[src/rtl/pc_seq_pkg.sv]
// Shared constants, state encodings and request payload for the fetch PC sequencer.
package pc_seq_pkg;

    localparam int unsigned XLEN = 32;
    localparam int unsigned ST_W = 2;
    localparam int unsigned SEL_W = 2;

    localparam logic [XLEN-1:0] PC_INC       = 32'd4;
    localparam logic [XLEN-1:0] RESET_PC_DEF = 32'h0000_2000;
    localparam logic [XLEN-1:0] TRAP_VEC_DEF = 32'h0000_0100;

    localparam logic [ST_W-1:0] ST_BOOT   = 2'd0;
    localparam logic [ST_W-1:0] ST_FETCH  = 2'd1;
    localparam logic [ST_W-1:0] ST_HOLD   = 2'd2;
    localparam logic [ST_W-1:0] ST_HALTED = 2'd3;

    localparam logic [SEL_W-1:0] SEL_KEEP = 2'd0;
    localparam logic [SEL_W-1:0] SEL_SEQ  = 2'd1;
    localparam logic [SEL_W-1:0] SEL_TGT  = 2'd2;
    localparam logic [SEL_W-1:0] SEL_HELD = 2'd3;

    typedef struct packed {
        logic [XLEN-1:0] addr;
        logic            epoch;
    } imem_req_t;

    function automatic logic is_aligned(input logic [XLEN-1:0] a);
        return a[1:0] == 2'b00;
    endfunction

endpackage

[src/rtl/pc_next_sel.sv]
// Combinational next-PC mux (keep/seq/redirect/held) with redirect alignment check.
module pc_next_sel
    import pc_seq_pkg::*;
#(
    parameter logic [XLEN-1:0] TRAP_VEC = TRAP_VEC_DEF
) (
    input  logic [SEL_W-1:0] sel,
    input  logic [XLEN-1:0]  pc,
    input  logic [XLEN-1:0]  redirect_pc,
    input  logic [XLEN-1:0]  held_pc,
    output logic [XLEN-1:0]  tgt_c,
    output logic [XLEN-1:0]  pc_next_c,
    output logic             misalign_c
);

    always_comb begin
        misalign_c = !is_aligned(redirect_pc);
        tgt_c      = misalign_c ? TRAP_VEC : redirect_pc;
        pc_next_c  = pc;
        case (sel)
            SEL_SEQ:  pc_next_c = pc + PC_INC;
            SEL_TGT:  pc_next_c = tgt_c;
            SEL_HELD: pc_next_c = held_pc;
            default:  pc_next_c = pc;
        endcase
    end

endmodule

[src/rtl/pc_sequencer.sv]
// Fetch-stage controller: owns the fetch PC/epoch and drives the imem valid/ready request port.
module pc_sequencer
    import pc_seq_pkg::*;
#(
    parameter logic [XLEN-1:0] RESET_PC = RESET_PC_DEF,
    parameter logic [XLEN-1:0] TRAP_VEC = TRAP_VEC_DEF
) (
    input  logic            clk,
    input  logic            rst_n,
    input  logic            stall,
    input  logic            halt,
    input  logic            redirect_valid,
    input  logic [XLEN-1:0] redirect_pc,
    output logic            imem_req_valid,
    input  logic            imem_req_ready,
    output logic [XLEN-1:0] imem_req_addr,
    output logic            imem_req_epoch,
    output logic            misalign_err,
    output logic [XLEN-1:0] bad_pc,
    output logic            halted
);

    logic [ST_W-1:0]  state_q, state_d;
    imem_req_t        req_q, req_d;
    logic [XLEN-1:0]  held_pc_q, held_pc_d;
    logic             pending_q, pending_d;
    logic             misalign_d;
    logic [XLEN-1:0]  bad_pc_d;
    logic             epoch_d;
    logic             redirect_seen;
    logic [SEL_W-1:0] sel;
    logic [XLEN-1:0]  tgt;
    logic [XLEN-1:0]  pc_next;
    logic             misaligned;
    logic             hs;
    logic             busy;

    assign imem_req_valid = ((state_q == ST_FETCH) && (!stall || pending_q)) ||
                            (state_q == ST_HOLD);
    assign hs             = imem_req_valid && imem_req_ready;
    // An offered but unaccepted request must keep its address, even before pending is set.
    assign busy           = imem_req_valid && !imem_req_ready;

    assign imem_req_addr  = req_q.addr;
    assign imem_req_epoch = req_q.epoch;

    pc_next_sel #(
        .TRAP_VEC (TRAP_VEC)
    ) u_next_sel (
        .sel         (sel),
        .pc          (req_q.addr),
        .redirect_pc (redirect_pc),
        .held_pc     (held_pc_q),
        .tgt_c       (tgt),
        .pc_next_c   (pc_next),
        .misalign_c  (misaligned)
    );

    // Next-state and register-update decisions.
    always_comb begin
        state_d       = state_q;
        sel           = SEL_KEEP;
        epoch_d       = req_q.epoch;
        held_pc_d     = held_pc_q;
        redirect_seen = 1'b0;
        pending_d     = pending_q;
        if (hs) begin
            pending_d = 1'b0;
        end else if (imem_req_valid) begin
            pending_d = 1'b1;
        end

        case (state_q)
            ST_BOOT: begin
                state_d = ST_FETCH;
            end
            ST_FETCH: begin
                if (redirect_valid) begin
                    redirect_seen = 1'b1;
                    if (busy) begin
                        held_pc_d = tgt;
                        state_d   = ST_HOLD;
                    end else begin
                        sel     = SEL_TGT;
                        epoch_d = ~req_q.epoch;
                    end
                end else begin
                    if (hs) begin
                        sel = SEL_SEQ;
                    end
                    if (halt && !busy) begin
                        state_d = ST_HALTED;
                    end
                end
            end
            ST_HOLD: begin
                redirect_seen = redirect_valid;
                if (redirect_valid) begin
                    held_pc_d = tgt;
                end
                if (hs) begin
                    sel     = redirect_valid ? SEL_TGT : SEL_HELD;
                    epoch_d = ~req_q.epoch;
                    state_d = ST_FETCH;
                end
            end
            default: begin
                state_d = ST_HALTED;
            end
        endcase

        req_d      = '{addr: pc_next, epoch: epoch_d};
        misalign_d = redirect_seen && misaligned;
        bad_pc_d   = misalign_d ? redirect_pc : bad_pc;
    end

    always_ff @(posedge clk or negedge rst_n) begin
        if (!rst_n) begin
            state_q      <= ST_BOOT;
            req_q        <= '{addr: RESET_PC, epoch: 1'b0};
            held_pc_q    <= '0;
            pending_q    <= 1'b0;
            misalign_err <= 1'b0;
            bad_pc       <= '0;
            halted       <= 1'b0;
        end else begin
            state_q      <= state_d;
            req_q        <= req_d;
            held_pc_q    <= held_pc_d;
            pending_q    <= pending_d;
            misalign_err <= misalign_d;
            bad_pc       <= bad_pc_d;
            halted       <= (state_d == ST_HALTED);
        end
    end

endmodule

[config.mk]
export PLATFORM = sky130hd
export DESIGN_NAME = pc_sequencer
export DESIGN_NICKNAME = d
export VERILOG_FILES = /design/src/rtl/pc_seq_pkg.sv /design/src/rtl/pc_next_sel.sv /design/src/rtl/pc_sequencer.sv
export SDC_FILE = /design/constraint.sdc
export NUM_CORES = 1
export LEC_CHECK = 0
export CORE_ASPECT_RATIO = 1.2
export CORE_MARGIN = 3
export CORE_UTILIZATION = 45
export DETAILED_ROUTE_END_ITERATION = 7
export GPL_ROUTABILITY_DRIVEN = 0
export GPL_TIMING_DRIVEN = 0
export PLACE_DENSITY = 0.69
export SYNTH_ARGS = -nofsm -noshare
export SYNTH_HDL_FRONTEND = slang
export SYNTH_HIERARCHICAL = 1
export SYNTH_SLANG_ARGS = --single-unit
[constraint.sdc]
create_clock -name clk -period 3.5 [get_ports clk]
set_input_delay 0.525 -clock clk [delete_from_list [all_inputs] [get_ports clk]]
set_output_delay 0.525 -clock clk [all_outputs]
set_load 0.05 [all_outputs]
* Word level (Yosys, flattened, before mapping) *
Cells that the tools add are included.
Widths: inputs -> output; s select.

operators by class
  add/subtract/negate cells = 1
  $mul = 0
  div/mod/pow operators = 0
  order comparisons = 0
  eq/ne operators = 11
  shift-type cells = 0
  multiplexer cells = 25
  bitwise logic cells = 1
  reduce and logical (&&, ||, !) cells = 18

operator list
  cell                   count
  $mux 32                4
  $pmux 32 s3            1
  $pmux 32 s2            1
  $add 32x3->32 const B  1
  $mux 2                 7
  $ne 2x2->1 const B     5
  $eq 2x2->1 const B     4
  $mux 1                 8
  $reduce_and 4->1       2
  $pmux 2 s3             1
  $logic_and 1x1->1      5
  $eq 2x1->1 const B     2
  $logic_not 1->1        4
  $logic_not 2->1        2
  $pmux 1 s2             2
  $pmux 2 s2             1
  $reduce_bool 2->1      2
  $reduce_bool 3->1      1
  $logic_or 1x1->1       2
  $not 1->1              1

word-level totals
  register bits after elaboration = 102
  bits in latches = 0
  bits in writable memories = 0
  ROM bits = 0
  bits of input ports = 38
  output and inout port bits = 68
  word-level logic and storage cells = 64
  memories kept = 0

* Depth between registers and ports, before layout *
  word-level depth = 11
  gate-level depth with buffers = 12
  gate-level depth less buffers = 10

* Cells and area by module *
Netlist, hierarchy kept.

by module, submodules not included
  module        times used  cells each  area an instance (µm²)  sequential area each (µm²)
  pc_sequencer  1           214         3,606.0                 2,553.7
  pc_next_sel   1           260         1,687.9                 0.0

* Least setup slack after synthesis *
No wires, ideal clock.

  path type = flip-flop to flip-flop
  from = register state_q[0]
  to = register req_q (netlist bit imem_req_addr[16])
  library setup time = 88 ps
  data arrival time = 2,403 ps
  required time = 3,412 ps
  setup slack = 1,009 ps
  stages on the path, launching flop included = 12
  buffers on the path = 1
  period minus slack after synthesis = 2,491 ps
  path through = dfrtp_1 inv_1 ha_1 buf_2 nor3b_1 or2_2 and3b_1 clkinv_1 nor2_4 a21oi_1 or3b_2 a22oi_1

on the way
  longest elaborated chain between the ends = 9
  elaborated cells between the ends (all ways) = 16
  those cells by class = 5 x eq/ne; 6 x mux; 5 x reduce/logical

ends and longest elaborated chain
  item                                      line                                    source
  from (decl)                               pc_sequencer.sv:23                      logic [ST_W-1:0] state_q, state_d;
  from (signal assigned)                    pc_sequencer.sv:127                     state_q <= state_d;
  $eq 2x1->1                                pc_sequencer.sv:38, pc_sequencer.sv:73
  $logic_and 1x1->1                         pc_sequencer.sv:38                      assign imem_req_valid = ((state_q == ST_FETCH) && (!stall || pending_q)) ||
  $logic_or 1x1->1                          pc_sequencer.sv:38
  $logic_and 1x1->1                         pc_sequencer.sv:42                      assign busy = imem_req_valid && !imem_req_ready;
  $mux 2                                    pc_sequencer.sv:80                      if (busy) begin
  $mux 2                                    pc_sequencer.sv:78                      if (redirect_valid) begin
  $pmux 2 s2 *                              pc_sequencer.sv:73                      case (state_q)
  net sel[1]                                pc_sequencer.sv:31                      logic [SEL_W-1:0] sel;
  $eq 2x2->1 or $eq 2x1->1 (tied branches)  pc_next_sel.sv:20                       case (sel)
  $pmux 32 s3 *                             pc_next_sel.sv:20
  net pc_next[16]                           pc_sequencer.sv:33                      logic [XLEN-1:0] pc_next;
  to (signal assigned)                      pc_sequencer.sv:120                     req_q <= '{addr: RESET_PC, epoch: 1'b0};
  to (signal assigned)                      pc_sequencer.sv:128                     req_q <= req_d;
  to (decl)                                 pc_sequencer.sv:24                      imem_req_t req_q, req_d;

Mark *: on every way through the listed nets, which the timed path passes. The rest lies on a longest branch.
A chain may end at the register's enable or synchronous reset.

* Final worst setup path *
  from = register state_q[0]
  to = register req_q (netlist bit imem_req_addr[8])

The elaborated chain is that of the path after synthesis.

==> insert_results.sql <==
INSERT INTO impl_metrics (metric_group, metric, value, unit) VALUES
('floorplan', 'initial_core_util', '47.07', '%'),
('clock_network', 'cts_buffers', '9', ''),
('synth', 'synth_seq_area_share', '48.24', '%'),
('run', 'cap_violations', '0', ''),
('global_route', 'grt_pass1_wl', '24460', 'um'),
('critical_path', 'worstSetupEndpointType', 'flop', ''),
('route', 'post_route_ant_nets', '0', ''),
('floorplan', 'num_rows', '42', ''),
('synth', 'synth_area_leaders', 'dfrtp_1, mux2_2, and2_1', ''),
('critical_path', 'cp.arrival', '3.51', 'ns'),
('clock_network', 'cts_max_path_buffers', '2', ''),
('finish', 'antenna-diode-count', '0', ''),
('placement', 'place_hpwl', '10570', 'um'),
('synth', 'netlist_instances', '474', ''),
('timing', 'worst-slew-pin-transition', '0.8345', 'ns'),
('clock_network', 'cts.htree.levels', '3', ''),
('floorplan', 'core_area', '11250', 'um2'),
('pwr', 'cellLeakagePower', '2.859', 'nW'),
('floorplan', 'floorplan.die.width', '105.0', 'um'),
('placement', 'placed_cell_area', '6556', 'um2'),
('critical_path', 'startpoint_class_of_the_critical_path', 'flop', ''),
('critical_path', 'timing.reg2reg.worst_path_depth', '12', ''),
('timing', 'finalSetupTns', '0', 'ns'),
('synth', 'synth_enable_flop_cells', '0', ''),
('finish', 'finish.utilization', '60.99', '%'),
('pwr', 'power_density', '950.5', 'nW/um2'),
('timing', 'final_max_slew_viol_count', '0', ''),
('global_route', 'gr-usage-all-layers', '23.62', '%'),
('global_route', 'globalRouteOverflowTotal', '0', ''),
('min_path', 'holdCritPathClass', 'input port to asynchronous set/reset pin', ''),
('timing', 'period_minus_slack', '3.236', 'ns'),
('critical_path', 'critical_path_peak_fanout', '10', ''),
('route', 'route.detailed.wl_per_inst', '20.10', 'um'),
('synth', 'asyncSetResetFlopFracSynth', '100.0', '%'),
('synth', 'synth.avg_cell_area', '11.17', 'um2'),
('status', 'outcome', 'finished clean', ''),
('timing', 'rsz0062_at_grt', 'no', ''),
('synth', 'post-synth-top-area-fraction', '47.74', '%'),
('clock_network', 'clock-sinks', '102', ''),
('clock_network', 'clock_insertion_delay_worst_skew', '0.35', 'ns'),
('synth', 'netlist.top_cell.by_area', 'dfrtp_1', ''),
('route', 'drc', '0', ''),
('finish', 'syn_to_final_growth', '29.57', '%'),
('critical_path', 'critical_path_class', 'flop to flop', ''),
('synth', 'mappedNetlistArea', '5294', 'um2'),
('pwr', 'vdd_drop_max', '0.0004953', 'V'),
('synth', 'synth_seq_cells', '102', ''),
('timing', 'timing.fmax', '309.0', 'MHz'),
('global_route', 'grt_antenna_before_repair', '0', ''),
('finish', 'design_area', '6859', 'um2'),
('route', 'drt_wl_total', '15070', 'um'),
('placement', 'buffer_ports.inserted', '104', ''),
('placement', 'dp.cells', '734', ''),
('route', 'drt-initial-drc-count', '329', ''),
('floorplan', 'die-area', '13110', 'um2'),
('finish', 'commonest_non_fill_non_tap_cell_in_the_layout', 'clkdlybuf4s50_1', ''),
('timing', 'report.final.setup_viol', '0', ''),
('finish', 'final_nets', '634', ''),
('clock_network', 'number_of_setup_buffers_added_after_cts', '0', ''),
('finish', 'final_instance_count_without_filler_cells', '750', ''),
('floorplan', 'dieHeight', '124.8', 'um'),
('route', 'drt-vias-per-instance', '5.861', ''),
('clock_network', 'root_buffer', 'clkbuf_16', ''),
('clock_network', 'cts.reportedPaths.clkPinSlew', '0.07', 'ns'),
('timing', 'fin_worst_skew', '0.007754', 'ns'),
('route', 'total_number_of_vias', '4396', ''),
('synth', 'synthDistinctLibCells', '69', ''),
('timing', 'holdWs', '0.2196', 'ns'),
('timing', 'finalHoldViolCount', '0', ''),
('synth', 'synthesis.yosys.warnings', '6', ''),
('timing', 'maxSlewHeadroom', '44.16', '%'),
('finish', 'layout-drive-gt1-share', '19.97', '%'),
('floorplan', 'ioPinCount', '106', ''),
('finish', 'most-common-layout-cells', 'clkdlybuf4s50_1, dfrtp_1, mux2_2, a21oi_1, and2_1', ''),
('synth', 'most_used_flip_flop_cell_after_synthesis', 'dfrtp_1', ''),
('clock_network', 'tritoncts', 'done', ''),
('global_route', 'number_of_global_route_vias_before_repair', '4510', ''),
('route', 'drt_first_pass_iters', '5', ''),
('timing', 'final_worst_path_cycle_share', '92.47', '%'),
('global_route', 'grt_max_degree', '54', ''),
('critical_path', 'cp_data_required_time', '3.77', 'ns');
==> stage by stage <==
stage                     power [mW]  setup slack [ns]
after global placement         5.416            -2.041
after CTS                      6.552            0.1960
after detailed placement       5.516          -0.07028
final                          6.519            0.2637
after global routing           6.864           0.03523
after floorplan                4.374             1.009
==> logic make-up (layout without fill, tap and decap cells) <==
| logic type | count (synthesis) | count (layout) | share of synthesized area (%) |
|---|---|---|---|
| multiplexers | 79 | 79 | 17.89 |
| adder cells (fa/ha/maj) | 5 | 5 | 1.182 |
| AO/OA/AOI/OAI | 107 | 107 | 13.73 |
| flip-flops | 102 | 102 | 48.24 |
| XOR/XNOR | 2 | 2 | 0.3310 |
| buffers and inverters | 45 | 166 | 4.112 |
| AND/OR/NAND/NOR | 133 | 133 | 14.44 |
| other | 1 | 2 | 0.07084 |
==> final timing paths <==
path,start,to,slack (ns)
min in group clk,imem_req_epoch,imem_req_epoch,0.48
hold / removal,rst_n,halted,0.22
hold reg to reg,imem_req_epoch,imem_req_epoch,0.48
max in group asynchronous,rst_n,bad_pc[23],2.55
setup reg to reg,state_q[0],imem_req_addr[8],0.26
setup / recovery,state_q[0],imem_req_addr[8],0.26
==> report_power, final <==
part	switching (mW)	total [mW]	internal (mW)
clock	0.433	1.02	0.590
combinational	2.11	3.47	1.36
sequential	0.347	2.03	1.68
==> timing repair <==
item                                    CTS  global route
endpoints found under the hold margin     0             0
resized for setup                         0             1
endpoints found under the setup margin    0             3
hold buffers                              0             0
==> per-layer routing <==
metal	vias up	track usage (%)	share of wire, %
met5	-	0	0
met4	0	9.112	1.8
met3	19	3.784	6.0
met2	185	38.46	49
met1	2206	31.61	43
li1	1986	-	-
==> area by class of cell <==
type / count / area, um2
Clock inverter: 4 / 45.04
Tap cell: 154 / 192.7
Multi-Input combinational cell: 328 / 2526
Buffer: 32 / 170.2
Inverter: 13 / 48.80
Clock buffer: 12 / 256.5
Sequential cell: 102 / 2554
Timing Repair Buffer: 105 / 1066
Fill cell: 991 / 4387
==> worst max-delay path: stages (launching register included) <==
cell	delay [ns]
dfrtp_1	0.41
inv_1	0.08
ha_1	0.19
buf_2	0.17
nor3b_1	0.24
or2_2	0.18
and3b_1	0.26
buf_1	0.57
clkbuf_1	0.53
nor2_1	0.13
a21oi_1	0.14
o21ai_0	0.10
a21oi_1	0.15
==> flip-flops by register name (all words and copies together), names as in the netlist <==
signal / count
bad_pc: 32
halted: 1
held_pc_q: 32
imem_req_addr: 32
imem_req_epoch: 1
misalign_err: 1
pending_q: 1
state_q: 2
==> Yosys cell counts, types with 2 or more instances <==
cell type and count:
dfrtp_1 101, mux2_2 67, a21oi_1 30, and2_1 29, nor2_1 21, nand2_1 20, clkbuf_1 15, nand3_1 15
o21ai_0 14, o22ai_1 14, inv_1 12, a311oi_1 7, and3_1 7, nor2b_1 7, a211oi_1 6, buf_2 6
nor3_1 6, o2bb2ai_1 6, ha_1 5, mux2i_1 5, mux4_2 5, a31oi_1 4, buf_1 4, buf_6 4
nor4_1 4, a2bb2oi_1 3, buf_4 3, nand4_1 3, o31a_1 3, o32ai_1 3, or3_1 3, a21boi_0 2
a41oi_1 2, mux2_4 2, o22a_1 2
Note: power is estimated with default switching activity, not from simulation.
